### config.mk
export PLATFORM = sky130hd
export DESIGN_NAME = matrix_op_sequencer_flat
export DESIGN_NICKNAME = d
export VERILOG_FILES = /design/src/rtl/matrix_op_sequencer_if.sv /design/src/rtl/matrix_op_sequencer.sv /design/src/flat_wrapper.sv
export SDC_FILE = /design/constraint.sdc
export NUM_CORES = 1
export LEC_CHECK = 0
export ABC_AREA = 1
export CAP_MARGIN = 20
export CORE_MARGIN = 2
export CORE_UTILIZATION = 30
export CTS_CLUSTER_DIAMETER = 50
export DETAILED_ROUTE_END_ITERATION = 8
export DONT_BUFFER_PORTS = 1
export PLACE_DENSITY = 0.51
export SYNTH_ARGS = -nofsm -noshare
export SYNTH_HDL_FRONTEND = slang
export SYNTH_SLANG_ARGS = --single-unit
### constraint.sdc
create_clock -name clk -period 2.8 [get_ports clk]
set_input_delay 0.28 -clock clk [delete_from_list [all_inputs] [get_ports clk]]
set_output_delay 0.28 -clock clk [all_outputs]
set_load 0.05 [all_outputs]
### src/rtl/matrix_op_sequencer_if.sv
// Signal bundle between the matrix op sequencer and its environment:
// the command source, matrix storage and the compute engine.
interface matrix_op_sequencer_if;
    logic       op_req;
    logic [2:0] op_code;
    logic [3:0] op_a_id;
    logic [3:0] op_b_id;
    logic       load_operands;
    logic [3:0] operand_a_id;
    logic [3:0] operand_b_id;
    logic [2:0] a_m;
    logic [2:0] a_n;
    logic [2:0] b_m;
    logic [2:0] b_n;
    logic       alu_start;
    logic [2:0] alu_op;
    logic       alu_done;
    logic [4:0] res_rd_idx;
    logic [7:0] res_rd_data;
    logic       op_done;
    logic [7:0] result_data;
    logic [2:0] res_m;
    logic [2:0] res_n;
    logic       busy;
    logic       done;
    logic       err;
    logic [2:0] err_code;

    // Environment side: command source, storage and compute engine.
    modport master (
        output op_req, op_code, op_a_id, op_b_id,
        output a_m, a_n, b_m, b_n, alu_done, res_rd_data,
        input  load_operands, operand_a_id, operand_b_id, alu_start, alu_op,
        input  res_rd_idx, op_done, result_data, res_m, res_n,
        input  busy, done, err, err_code
    );

    // Sequencer side.
    modport slave (
        input  op_req, op_code, op_a_id, op_b_id,
        input  a_m, a_n, b_m, b_n, alu_done, res_rd_data,
        output load_operands, operand_a_id, operand_b_id, alu_start, alu_op,
        output res_rd_idx, op_done, result_data, res_m, res_n,
        output busy, done, err, err_code
    );
endinterface

### src/rtl/matrix_op_sequencer.sv
// Runs one matrix operation end-to-end: load operands, validate, start the
// compute engine, wait with a watchdog, then stream the result to storage.
module matrix_op_sequencer #(
    parameter int unsigned TIMEOUT_CYCLES = 1023,
    parameter int unsigned MAX_MATRICES   = 10
) (
    input logic              clk,
    input logic              rst_n,
    matrix_op_sequencer_if.slave bus
);

    localparam int unsigned WD_W = $clog2(TIMEOUT_CYCLES + 1);

    typedef enum logic [3:0] {
        IDLE, LOAD, CHECK, EXEC, WAIT, STORE_START, STREAM, DONE, ERR
    } state_t;

    localparam logic [2:0] OP_ADD = 3'd0;
    localparam logic [2:0] OP_SUB = 3'd1;
    localparam logic [2:0] OP_MUL = 3'd4;

    state_t          state_q, state_d;
    logic [2:0]      op_code_q, op_code_d;
    logic [3:0]      a_id_q, a_id_d;
    logic [3:0]      b_id_q, b_id_d;
    logic [2:0]      err_code_q, err_code_d;
    logic [2:0]      res_m_q, res_m_d;
    logic [2:0]      res_n_q, res_n_d;
    logic [WD_W-1:0] wd_q, wd_d;
    logic [4:0]      idx_q, idx_d;
    logic            load_q, load_d;
    logic            start_q, start_d;
    logic            op_done_q, op_done_d;
    logic            busy_q, busy_d;
    logic            done_q, done_d;
    logic            err_q, err_d;

    logic            two_op;
    logic            bad_id;
    logic            empty;
    logic            mismatch;
    logic [WD_W-1:0] wd_inc;
    logic [4:0]      n_last;

    always_comb begin
        two_op   = (op_code_q == OP_ADD) || (op_code_q == OP_SUB) || (op_code_q == OP_MUL);
        bad_id   = (32'(a_id_q) >= MAX_MATRICES) || (two_op && (32'(b_id_q) >= MAX_MATRICES));
        empty    = (bus.a_m == '0) || (bus.a_n == '0) ||
                   (two_op && ((bus.b_m == '0) || (bus.b_n == '0)));
        mismatch = (((op_code_q == OP_ADD) || (op_code_q == OP_SUB)) &&
                    ((bus.a_m != bus.b_m) || (bus.a_n != bus.b_n))) ||
                   ((op_code_q == OP_MUL) && (bus.a_n != bus.b_m));
        wd_inc   = wd_q + WD_W'(1);
        // Element count wraps to 5 bits; largest legal result is 5x5.
        n_last   = ({2'b00, res_m_q} * {2'b00, res_n_q}) - 5'd1;
    end

    always_comb begin
        state_d    = state_q;
        op_code_d  = op_code_q;
        a_id_d     = a_id_q;
        b_id_d     = b_id_q;
        err_code_d = err_code_q;
        res_m_d    = res_m_q;
        res_n_d    = res_n_q;
        wd_d       = wd_q;
        idx_d      = idx_q;

        unique case (state_q)
            IDLE: begin
                if (bus.op_req) begin
                    op_code_d  = bus.op_code;
                    a_id_d     = bus.op_a_id;
                    b_id_d     = bus.op_b_id;
                    err_code_d = '0;
                    state_d    = LOAD;
                end
            end
            LOAD: state_d = CHECK;
            CHECK: begin
                if (op_code_q > 3'd4) begin
                    err_code_d = 3'd5;
                    state_d    = ERR;
                end else if (bad_id) begin
                    err_code_d = 3'd1;
                    state_d    = ERR;
                end else if (empty) begin
                    err_code_d = 3'd2;
                    state_d    = ERR;
                end else if (mismatch) begin
                    err_code_d = 3'd3;
                    state_d    = ERR;
                end else begin
                    unique case (op_code_q)
                        3'd3: begin res_m_d = bus.a_n; res_n_d = bus.a_m; end
                        3'd4: begin res_m_d = bus.a_m; res_n_d = bus.b_n; end
                        default: begin res_m_d = bus.a_m; res_n_d = bus.a_n; end
                    endcase
                    state_d = EXEC;
                end
            end
            EXEC: begin
                wd_d    = '0;
                state_d = WAIT;
            end
            WAIT: begin
                if (bus.alu_done) begin
                    state_d = STORE_START;
                end else begin
                    wd_d = wd_inc;
                    if (wd_inc == WD_W'(TIMEOUT_CYCLES)) begin
                        err_code_d = 3'd4;
                        state_d    = ERR;
                    end
                end
            end
            STORE_START: begin
                idx_d   = '0;
                state_d = STREAM;
            end
            STREAM: begin
                if (idx_q == n_last) begin
                    idx_d   = '0;
                    state_d = DONE;
                end else begin
                    idx_d = idx_q + 5'd1;
                end
            end
            DONE:    state_d = IDLE;
            ERR:     state_d = IDLE;
            default: state_d = IDLE;
        endcase

        // Pulses are registered from the next state so they line up with it.
        load_d    = (state_d == LOAD);
        start_d   = (state_d == EXEC);
        op_done_d = (state_d == STORE_START);
        busy_d    = (state_d != IDLE);
        done_d    = (state_d == DONE);
        err_d     = (state_d == ERR);
    end

    always_ff @(posedge clk or negedge rst_n) begin
        if (!rst_n) begin
            state_q    <= IDLE;
            op_code_q  <= '0;
            a_id_q     <= '0;
            b_id_q     <= '0;
            err_code_q <= '0;
            res_m_q    <= '0;
            res_n_q    <= '0;
            wd_q       <= '0;
            idx_q      <= '0;
            load_q     <= 1'b0;
            start_q    <= 1'b0;
            op_done_q  <= 1'b0;
            busy_q     <= 1'b0;
            done_q     <= 1'b0;
            err_q      <= 1'b0;
        end else begin
            state_q    <= state_d;
            op_code_q  <= op_code_d;
            a_id_q     <= a_id_d;
            b_id_q     <= b_id_d;
            err_code_q <= err_code_d;
            res_m_q    <= res_m_d;
            res_n_q    <= res_n_d;
            wd_q       <= wd_d;
            idx_q      <= idx_d;
            load_q     <= load_d;
            start_q    <= start_d;
            op_done_q  <= op_done_d;
            busy_q     <= busy_d;
            done_q     <= done_d;
            err_q      <= err_d;
        end
    end

    assign bus.load_operands = load_q;
    assign bus.operand_a_id  = a_id_q;
    assign bus.operand_b_id  = b_id_q;
    assign bus.alu_start     = start_q;
    assign bus.alu_op        = op_code_q;
    assign bus.res_rd_idx    = idx_q;
    assign bus.op_done       = op_done_q;
    assign bus.result_data   = (state_q == STREAM) ? bus.res_rd_data : '0;
    assign bus.res_m         = res_m_q;
    assign bus.res_n         = res_n_q;
    assign bus.busy          = busy_q;
    assign bus.done          = done_q;
    assign bus.err           = err_q;
    assign bus.err_code      = err_code_q;

endmodule
### src/flat_wrapper.sv
// flat-port wrapper written by rule: the top's interface ports become plain ports
module matrix_op_sequencer_flat 
#(
    parameter int unsigned TIMEOUT_CYCLES = 1023,
    parameter int unsigned MAX_MATRICES   = 10
)
  (clk, rst_n, bus_op_req, bus_op_code, bus_op_a_id, bus_op_b_id, bus_a_m, bus_a_n, bus_b_m, bus_b_n, bus_alu_done, bus_res_rd_data, bus_load_operands, bus_operand_a_id, bus_operand_b_id, bus_alu_start, bus_alu_op, bus_res_rd_idx, bus_op_done, bus_result_data, bus_res_m, bus_res_n, bus_busy, bus_done, bus_err, bus_err_code);
  matrix_op_sequencer_if bus_i ();
  input logic clk;
  input logic rst_n;
  input wire logic [$bits(bus_i.op_req)-1:0] bus_op_req;
  input wire logic [$bits(bus_i.op_code)-1:0] bus_op_code;
  input wire logic [$bits(bus_i.op_a_id)-1:0] bus_op_a_id;
  input wire logic [$bits(bus_i.op_b_id)-1:0] bus_op_b_id;
  input wire logic [$bits(bus_i.a_m)-1:0] bus_a_m;
  input wire logic [$bits(bus_i.a_n)-1:0] bus_a_n;
  input wire logic [$bits(bus_i.b_m)-1:0] bus_b_m;
  input wire logic [$bits(bus_i.b_n)-1:0] bus_b_n;
  input wire logic [$bits(bus_i.alu_done)-1:0] bus_alu_done;
  input wire logic [$bits(bus_i.res_rd_data)-1:0] bus_res_rd_data;
  output wire logic [$bits(bus_i.load_operands)-1:0] bus_load_operands;
  output wire logic [$bits(bus_i.operand_a_id)-1:0] bus_operand_a_id;
  output wire logic [$bits(bus_i.operand_b_id)-1:0] bus_operand_b_id;
  output wire logic [$bits(bus_i.alu_start)-1:0] bus_alu_start;
  output wire logic [$bits(bus_i.alu_op)-1:0] bus_alu_op;
  output wire logic [$bits(bus_i.res_rd_idx)-1:0] bus_res_rd_idx;
  output wire logic [$bits(bus_i.op_done)-1:0] bus_op_done;
  output wire logic [$bits(bus_i.result_data)-1:0] bus_result_data;
  output wire logic [$bits(bus_i.res_m)-1:0] bus_res_m;
  output wire logic [$bits(bus_i.res_n)-1:0] bus_res_n;
  output wire logic [$bits(bus_i.busy)-1:0] bus_busy;
  output wire logic [$bits(bus_i.done)-1:0] bus_done;
  output wire logic [$bits(bus_i.err)-1:0] bus_err;
  output wire logic [$bits(bus_i.err_code)-1:0] bus_err_code;
  assign bus_i.op_req = bus_op_req;
  assign bus_i.op_code = bus_op_code;
  assign bus_i.op_a_id = bus_op_a_id;
  assign bus_i.op_b_id = bus_op_b_id;
  assign bus_i.a_m = bus_a_m;
  assign bus_i.a_n = bus_a_n;
  assign bus_i.b_m = bus_b_m;
  assign bus_i.b_n = bus_b_n;
  assign bus_i.alu_done = bus_alu_done;
  assign bus_i.res_rd_data = bus_res_rd_data;
  assign bus_load_operands = bus_i.load_operands;
  assign bus_operand_a_id = bus_i.operand_a_id;
  assign bus_operand_b_id = bus_i.operand_b_id;
  assign bus_alu_start = bus_i.alu_start;
  assign bus_alu_op = bus_i.alu_op;
  assign bus_res_rd_idx = bus_i.res_rd_idx;
  assign bus_op_done = bus_i.op_done;
  assign bus_result_data = bus_i.result_data;
  assign bus_res_m = bus_i.res_m;
  assign bus_res_n = bus_i.res_n;
  assign bus_busy = bus_i.busy;
  assign bus_done = bus_i.done;
  assign bus_err = bus_i.err;
  assign bus_err_code = bus_i.err_code;
  matrix_op_sequencer #(.TIMEOUT_CYCLES(TIMEOUT_CYCLES), .MAX_MATRICES(MAX_MATRICES)) u_core (.clk(clk), .rst_n(rst_n), .bus(bus_i));
endmodule
# Word level (Yosys, flattened, before mapping)
# Index checks and enable logic that the tools add are counted.
# op_classes
addsub	3
muxes	24
n_lt_le_gt_ge	3
n_eq_ne	23
reduce_logical	26
bitwise	4
multipliers	1
# ops
operator	count
$mux W4	8
$pmux W4 S7	1
$mux W3	8
$eq A4 B3 Y1 const B	5
$pmux W10 S2	1
$logic_not A3 Y1	5
$eq A4 B2 Y1 const B	3
$add A10 B1 Y10 const B	1
$eq A10 B10 Y1 const B	1
$mux W10	1
$pmux W5 S2	1
$reduce_and A5 Y1	2
$ne A3 B3 Y1	3
$pmux W3 S3	1
$eq A4 B1 Y1 const B	2
$ge A4 B4 Y1 const B	2
$logic_or A1 B1 Y1	8
$mux W8	1
$pmux W3 S2	1
$add A5 B1 Y5 const B	1
$eq A5 B5 Y1	1
$mul A3 B3 Y5	1
$mux W5	1
$ne A5 B1 Y1 const B	1
15 further kinds	24
# totals
out_inout_bits	39
elab_cells	99
reg_bits	45

# Longest topological paths before layout
# Gate-level depths: netlist (run 1).
# depth
ltp_word	10
ltp_mapped	15
ltp_nobuf	15

# Least setup slack after synthesis (run 1)
# Ideal clock, no wire load.
# synth_timing
path_type	reg2reg
from	register u_core.res_m_q[0] (netlist: u_core.bus.res_m[0])
to	register u_core.idx_q[0] (netlist: u_core.bus.res_rd_idx[0])
path_stages_with_launch	12
t_required_ps	2650
synth_period_minus_slack_ps	2907
arrival_ps	2757
path_slack_ps	-107
path_cell_list	dfrtp_1 > nand2_1 > ha_1 > fa_1 > inv_1 > fa_1 > xnor2_1 > nand3_1 > nor2_1 > nand3_1 > nand2_1 > o21ai_0
# synth_via
elab_chain_cells	5
# synth_lines
item	line	rtl
from (decl)	matrix_op_sequencer.sv:27	logic [2:0] res_m_q, res_m_d;
from (signal assigned)	matrix_op_sequencer.sv:166	res_m_q <= res_m_d;
$mul A3 B3 Y5	matrix_op_sequencer.sv:55	n_last = ({2'b00, res_m_q} * {2'b00, res_n_q}) - 5'd1;
$sub A5 B1 Y5	matrix_op_sequencer.sv:55	
$eq A5 B5 Y1	matrix_op_sequencer.sv:122	if (idx_q == n_last) begin
$mux W5	matrix_op_sequencer.sv:122	
$pmux W5 S2	matrix_op_sequencer.sv:69	unique case (state_q)
to (signal assigned)	matrix_op_sequencer.sv:169	idx_q <= idx_d;
to (decl)	matrix_op_sequencer.sv:30	logic [4:0] idx_q, idx_d;
# Every way passes these cells.
# A chain may end at the register's enable or synchronous reset.

# Worst setup path in the final report (run 1)
# layout_timing
from	register u_core.res_n_q[1] (netlist: u_core.bus.res_n[1])
to	register u_core.busy_q (netlist: u_core.bus.busy)
# layout_via
elab_chain_cells	6
# layout_lines
item	line	rtl
from (decl)	matrix_op_sequencer.sv:28	logic [2:0] res_n_q, res_n_d;
from (signal assigned)	matrix_op_sequencer.sv:167	res_n_q <= res_n_d;
$mul A3 B3 Y5	matrix_op_sequencer.sv:55	
$sub A5 B1 Y5	matrix_op_sequencer.sv:55	
$eq A5 B5 Y1	matrix_op_sequencer.sv:122	
$mux W4	matrix_op_sequencer.sv:122	
$pmux W4 S7	matrix_op_sequencer.sv:69	
via u_core.state_d[0]	matrix_op_sequencer.sv:22	state_t state_q, state_d;
$reduce_bool A4 Y1	matrix_op_sequencer.sv:138	busy_d = (state_d != IDLE);
via u_core.busy_d	matrix_op_sequencer.sv:34	logic busy_q, busy_d;
to (signal assigned)	matrix_op_sequencer.sv:173	busy_q <= busy_d;
to (decl)	matrix_op_sequencer.sv:34	
# The timed path passes the listed nets, and every way through them passes these cells.

==> results of run 1 <==
[registers in the layout, summed over array words and instances (netlist names)]
name	flops
u_core.wd_q	10
u_core.state_q	4
u_core.bus.alu_start	1
u_core.bus.res_rd_idx	5
u_core.bus.load_operands	1
u_core.bus.res_m	3
u_core.bus.err_code	3
u_core.bus.done	1
u_core.bus.operand_b_id	4
u_core.bus.res_n	3
u_core.bus.busy	1
u_core.bus.err	1
u_core.bus.op_done	1
u_core.bus.operand_a_id	4
u_core.bus.alu_op	3
[layout make-up]
type	instances	area (µm²)
fillers	1017	5970
flip-flops and latches	45	1130
clock inverters	3	21.3
repair buffers	22	191
inverters	59	221
clock buffers	5	68.8
multi-input cells	299	1520
well taps	129	161
[worst register-to-register path: stages (launching register included)]
cell,delay [ns]
dfrtp_2,0.40
nand2_1,0.07
ha_1,0.30
fa_1,0.50
inv_1,0.07
fa_1,0.55
xnor2_1,0.13
nand3_1,0.09
nor2_1,0.13
nand4_1,0.12
nand4_1,0.13
nor2_1,0.05
nand2_1,0.08
[through the flow]
step / std cells / util, % / power [mW] / instance area (µm²) / setup TNS [ns]
final: 562 / 35.7 / 3.83 / 3320 / 0
after global routing: 562 / 35.7 / 4.20 / 3320 / -0.00804
after CTS: 560 / 35.4 / 3.86 / 3290 / 0
after detailed placement: 550 / 34.1 / 3.41 / 3160 / 0
after global placement: 550 / 34.1 / 3.37 / 3160 / 0
after floorplan: 406 / - / 2.95 / 2880 / 0
[layer usage]
metal	vias up	track usage, %
li1	1331	-
met3	4	2.67
met5	-	0
met2	61	23.7
met1	1148	18.7
met4	0	4.00
[final timing paths]
path | endpoint | slack, ns | start | cells past startpoint
hold / removal | u_core.bus.alu_op[0] | 0.08 | bus_op_code[0] | 2
max in group asynchronous | u_core.bus.res_n[1] | 2.07 | rst_n | 2
setup reg to reg | u_core.bus.busy | 0.12 | u_core.bus.res_n[1] | 12
hold reg to reg | u_core.bus.res_n[1] | 0.55 | u_core.bus.res_n[1] | 2
min in group asynchronous | u_core.wd_q[4] | 0.49 | rst_n | 2
setup / recovery | u_core.bus.busy | 0.12 | u_core.bus.res_n[1] | 12
[power groups by stage]
stage          clock [mW]  sequential, mW  combinational [mW]
2_1_floorplan           0            1.75                1.20
3_3_place_gp            0            1.60                1.77
3_5_place_dp            0            1.61                1.80
4_1_cts             0.435            1.60                1.83
5_1_grt             0.461            1.64                2.10
6_report            0.412            1.59                1.83
[cell families (layout without fill, tap and decap cells)]
group	Yosys count	count (layout)	synth area share, %
flip-flops	45	45	39.2
adder cells (fa/ha/maj)	12	12	5.75
buffers and inverters	62	89	8.14
AND/OR/NAND/NOR	236	236	35.5
AO/OA/AOI/OAI	40	40	8.05
XOR/XNOR	11	11	3.35
[cell usage after synthesis]
master | n | share of area (%)
xnor2_1 | 6 | 1.8
nand2_1 | 141 | 18
xor2_1 | 5 | 1.5
clkinv_1 | 1 | 0.13
o22ai_1 | 10 | 2.2
o21a_1 | 2 | 0.52
dfrtp_1 | 45 | 39
o211ai_1 | 1 | 0.26
fa_1 | 2 | 1.4
nand3b_1 | 1 | 0.26
o21ai_1 | 11 | 1.9
nor3_2 | 1 | 0.35
a21oi_1 | 2 | 0.35
nand4_2 | 1 | 0.44
clkbuf_1 | 2 | 0.26
a32o_1 | 1 | 0.35
or2_2 | 1 | 0.22
o21ai_0 | 10 | 1.7
o21bai_1 | 2 | 0.52
nor3_1 | 1 | 0.17
nand3_2 | 3 | 1.0
a31oi_1 | 1 | 0.22
nand4_1 | 3 | 0.65
inv_1 | 55 | 7.2
nor2_2 | 3 | 0.65
nand3_1 | 29 | 5.1
nor2_1 | 43 | 5.6
buf_2 | 1 | 0.17
ha_1 | 10 | 4.4
inv_2 | 3 | 0.39
nand2_2 | 5 | 1.1
nor2_4 | 4 | 1.6
[repair_timing]
item                                   4_1_cts  5_1_grt
buffers inserted                             0        2
setup endpoints to repair                    0        5
resized for setup                            0        3
hold buffers                                 2        0
endpoints found under the hold margin       45        0
==> flow_metrics.py, run 1 <==
metrics = {
    "status": {
        "status": "complete, no violations",
    },
    "detailed_routing": {
        "drc_errors": 0,
        "vias_per_cell": 4.53,
        "drtPass1Iterations": 4,
        "wirelength_um": 6750,
        "drtIter0Drc": 60,
        "antenna_left": 0,
        "dr_total_vias": 2544,
        "drt-met1-wl_um": 3170,
        "wl_met3_um": 360,
        "wl_met2_um": 3140,
        "top_layer": "met4",
        "routedWlPerCell_um": 12.0,
    },
    "clock_tree": {
        "htree_num_levels": 2,
        "path_clk_slew_ns": 0.09,
        "clkLatencyLatePin_ns": 0.30,
        "numCtsBuffers": 5,
        "max-clock-path-buffers": 2,
        "root_buffer": "clkbuf_8",
        "cts_sinks": 45,
        "cts_tree": "built",
    },
    "placement": {
        "dp_slack_ns": 0.0783,
        "dpl.hpwl_um": 5420,
        "gp_congestion": 0.881,
        "portBuffers": 0,
    },
    "timing": {
        "timing.final.crit_share_pct": 95.7,
        "drv_slew": 0,
        "setup_slack_ns": 0.121,
        "setup_violations": 0,
        "hold_ws_ns": 0.0846,
        "rsz0062_at_grt": "true",
        "fin_skew_ns": 0.0126,
        "fin_crit_ns": 2.68,
        "hold_viol_final": 0,
        "maxSlewHeadroom_pct": 57.3,
        "max_freq_mhz": 373,
        "worst_pin_slew_ns": 0.641,
    },
    "synthesis": {
        "postSynthAreaPerCell_um2": 7.08,
        "synth-seq-area-share_pct": 39.2,
        "synthCells": 406,
        "syn_nets": 453,
        "synth_cell_type_count": 32,
        "ys_warn_count": 0,
        "yosys_register_bits": 45,
        "netlist_area_um2": 2870,
    },
    "floorplanning": {
        "die_area_um2": 10400,
        "die_w_um": 102,
        "fp-row-count": 35,
        "fp.dieH_um": 102,
        "core_area_um2": 9280,
        "start_util_pct": 31.0,
        "ioPinCount": 74,
    },
    "pwr": {
        "leakage_nw": 1.70,
        "clkPwrFrac_pct": 10.8,
        "ir_worst_vdd_uv": 431,
        "p_sw_share_pct": 55.1,
        "powerDensity_nw_per_um2": 1150,
        "seqPwrFrac_pct": 41.5,
        "p_comb_share_pct": 47.7,
        "p_sw_mw": 2.11,
        "p_int_mw": 1.72,
    },
    "setup_path": {
        "cp_slowest_cell": "fa_1",
        "critPathCaptureType": "flip-flop",
        "crit_buf_inv": 1,
        "worstPathRequired_ns": 3.03,
        "crit_chain": "nand2_1 -> ha_1 -> fa_1 -> inv_1 -> fa_1 -> xnor2_1 -> nand3_1 -> nor2_1 -> nand4_1 -> nand4_1 -> nor2_1 -> nand2_1",
        "arrival_ns": 2.91,
        "path_class": "flip-flop to flip-flop",
        "slowest_delay_ns": 0.55,
        "worstSetupStartpointType": "flip-flop",
        "path_max_fanout": 5,
        "critPathTopFamily": "adder cells",
    },
    "global_routing": {
        "track_usage_pct": 14.1,
        "grt_first_pass_wirelength_um": 11600,
        "grt_antenna_before_repair": 0,
        "overflow": 0,
        "grt_max_degree": 46,
        "grt_pass1_vias": 2486,
    },
    "min_path": {
        "hp-class": "input pin to flip-flop",
    },
    "layout": {
        "final_common_cell": "nand2_1",
        "final_layout_size_suffix_gt1_share_pct": 12.9,
        "syn2layout_area_growth_pct": 15.4,
        "nNetsFinal": 479,
        "n_antenna_cell": 0,
        "final_cell_mix": "140 x nand2_1, 55 x inv_1, 43 x nor2_1, 41 x dfrtp_1, 29 x nand3_1",
    },
    "job": {
        "maxCapViolCount": 0,
    },
}
No activity file was read; power rests on OpenSTA's default activity.
==> inputs of run 2 (changes only) <==
Settings changed: PLACE_DENSITY 0.51 to 0.48.
==> flow_metrics.py, run 2 (synthesized netlist as in run 1, its figures left out) <==
metrics = {
    "timing": {
        "rsz0062_at_grt": "false",
        "setup_slack_ns": 0.138,
        "hold_viol_final": 0,
        "worst_pin_slew_ns": 0.663,
        "max_freq_mhz": 376,
        "setup_violations": 0,
        "maxSlewHeadroom_pct": 55.8,
        "fin_skew_ns": 0.0102,
        "timing.final.crit_share_pct": 95.1,
        "fin_crit_ns": 2.66,
        "drv_slew": 0,
        "finalSetupTns_ns": 0,
    },
    "layout": {
        "n_antenna_cell": 0,
        "largest_register_ffs": 10,
        "multi_input_area_um2": 1520,
        "seqCellArea_um2": 1130,
        "nNetsFinal": 476,
        "final_layout_size_suffix_gt1_share_pct": 12.1,
        "final_common_cell": "nand2_1",
        "syn2layout_area_growth_pct": 16.0,
        "final_cell_mix": "140 x nand2_1, 55 x inv_1, 43 x nor2_1, 41 x dfrtp_1, 29 x nand3_1",
        "nFillCells": 1011,
        "finalNonFillerCells": 559,
        "regMostFlops": "u_core.wd_q",
        "final_area_um2": 3330,
    },
    "setup_path": {
        "worstPathRequired_ns": 3.04,
        "path_max_fanout": 5,
        "path_class": "flip-flop to flip-flop",
        "timing.rr.start": "u_core.bus.res_m[0]",
        "worstSetupStartpointType": "flip-flop",
        "critPathCaptureType": "flip-flop",
        "crit_start": "u_core.bus.res_m[0]",
        "reg2reg_depth": 12,
        "arrival_ns": 2.90,
    },
    "pwr": {
        "ir_worst_vdd_uv": 556,
        "powerDensity_nw_per_um2": 1190,
        "fin_total_pwr_mw": 3.97,
        "leakage_nw": 1.71,
    },
    "clock_tree": {
        "path_clk_slew_ns": 0.09,
        "max-clock-path-buffers": 2,
        "post_cts_buffers": 0,
        "clkLatencyLatePin_ns": 0.30,
        "cts_tree": "built",
        "root_buffer": "clkbuf_8",
        "cts_sinks": 45,
        "numCtsBuffers": 5,
        "htree_num_levels": 2,
    },
    "placement": {
        "dpl.hpwl_um": 5460,
        "portBuffers": 0,
        "gp_congestion": 0.796,
        "placed_cells": 549,
        "place_area_um2": 3160,
        "dp_slack_ns": 0.0902,
    },
    "floorplanning": {
        "core_area_um2": 9280,
        "ioPinCount": 74,
        "fp.dieH_um": 102,
        "fp-row-count": 35,
        "die_area_um2": 10400,
        "start_util_pct": 31.0,
        "die_w_um": 102,
    },
    "global_routing": {
        "grt_pass1_vias": 2520,
        "track_usage_pct": 14.1,
        "grt_antenna_before_repair": 0,
        "grt_first_pass_wirelength_um": 11700,
        "grt_max_degree": 46,
        "overflow": 0,
    },
    "detailed_routing": {
        "dr_total_vias": 2573,
        "routedWlPerCell_um": 12.5,
        "antenna_left": 0,
        "drc_errors": 0,
        "drtIter0Drc": 92,
        "drtPass1Iterations": 6,
        "vias_per_cell": 4.60,
        "wirelength_um": 6990,
    },
    "min_path": {
        "min_from": "bus_op_a_id[3]",
        "hp-class": "input pin to flip-flop",
        "hold_depth": 2,
    },
    "status": {
        "status": "complete, no violations",
    },
    "job": {
        "maxCapViolCount": 0,
    },
}
==> run 2: changes by cell type in the layout (fill, tap and decap cells not counted), sizes merged <==
cell	change
buf	-3
bufinv	+2
clkinv	-1
clkinvlp	-1
==> run 2: power by group <==
part	internal (mW)	switching, mW	leakage (nW)	total [mW]
combinational	0.606	1.14	1.06	1.75
sequential	0.909	0.721	0.582	1.63
clock	0.359	0.236	0.0687	0.595
total	1.87	2.10	1.71	3.97
==> run 2: per-layer routing <==
metal,vias to the layer above,GRT usage (%),wire (µm)
li1,1319,-,-
met1,1176,18.5,3290
met2,73,23.4,3210
met3,5,3.42,418
met4,0,3.69,72
met5,-,0,0
==> run 2: worst max-delay path, stage by stage, from the launching register on <==
cell and delay [ns]:
dfrtp_2 0.37, buf_4 0.22, nand2_1 0.13, fa_1 0.54, inv_1 0.06, fa_1 0.56
xnor2_1 0.11, nand3_1 0.08, nor2_1 0.13, nand4_1 0.14, nand4_1 0.14, nor2_1 0.05
nand2_1 0.06
==> run 2: cell type report <==
class / count / share of cell area, %
clock buffer: 5 / 2.06
clock inverter: 3 / 2.06
inverter: 59 / 6.64
multi-input combinational: 299 / 45.5
sequential: 45 / 33.9
tap: 129 / 4.84
timing repair buffer: 19 / 4.95
==> run 2: per-stage QoR <==
step,hold slack (ns),util [%]
after floorplan,-0.0156,-
after global placement,-0.0137,34.0
after detailed placement,-0.0132,34.0
after CTS,0.0760,35.9
after global routing,0.0760,35.9
final,0.0864,35.9
==> run 2: final timing paths <==
check / slack, ns / endpoint
setup reg to reg: 0.14 / u_core.bus.busy
setup / recovery: 0.14 / u_core.bus.busy
min in group asynchronous: 0.48 / u_core.wd_q[2]
hold reg to reg: 0.56 / u_core.bus.res_n[1]
hold / removal: 0.09 / u_core.bus.operand_a_id[3]
max in group asynchronous: 2.08 / u_core.bus.res_n[2]
==> run 2: timing repair <==
item                                    CTS  global route
resized for setup                         0             1
endpoints found under the hold margin    45             0
endpoints found under the setup margin    0             3
hold buffers                              2             0
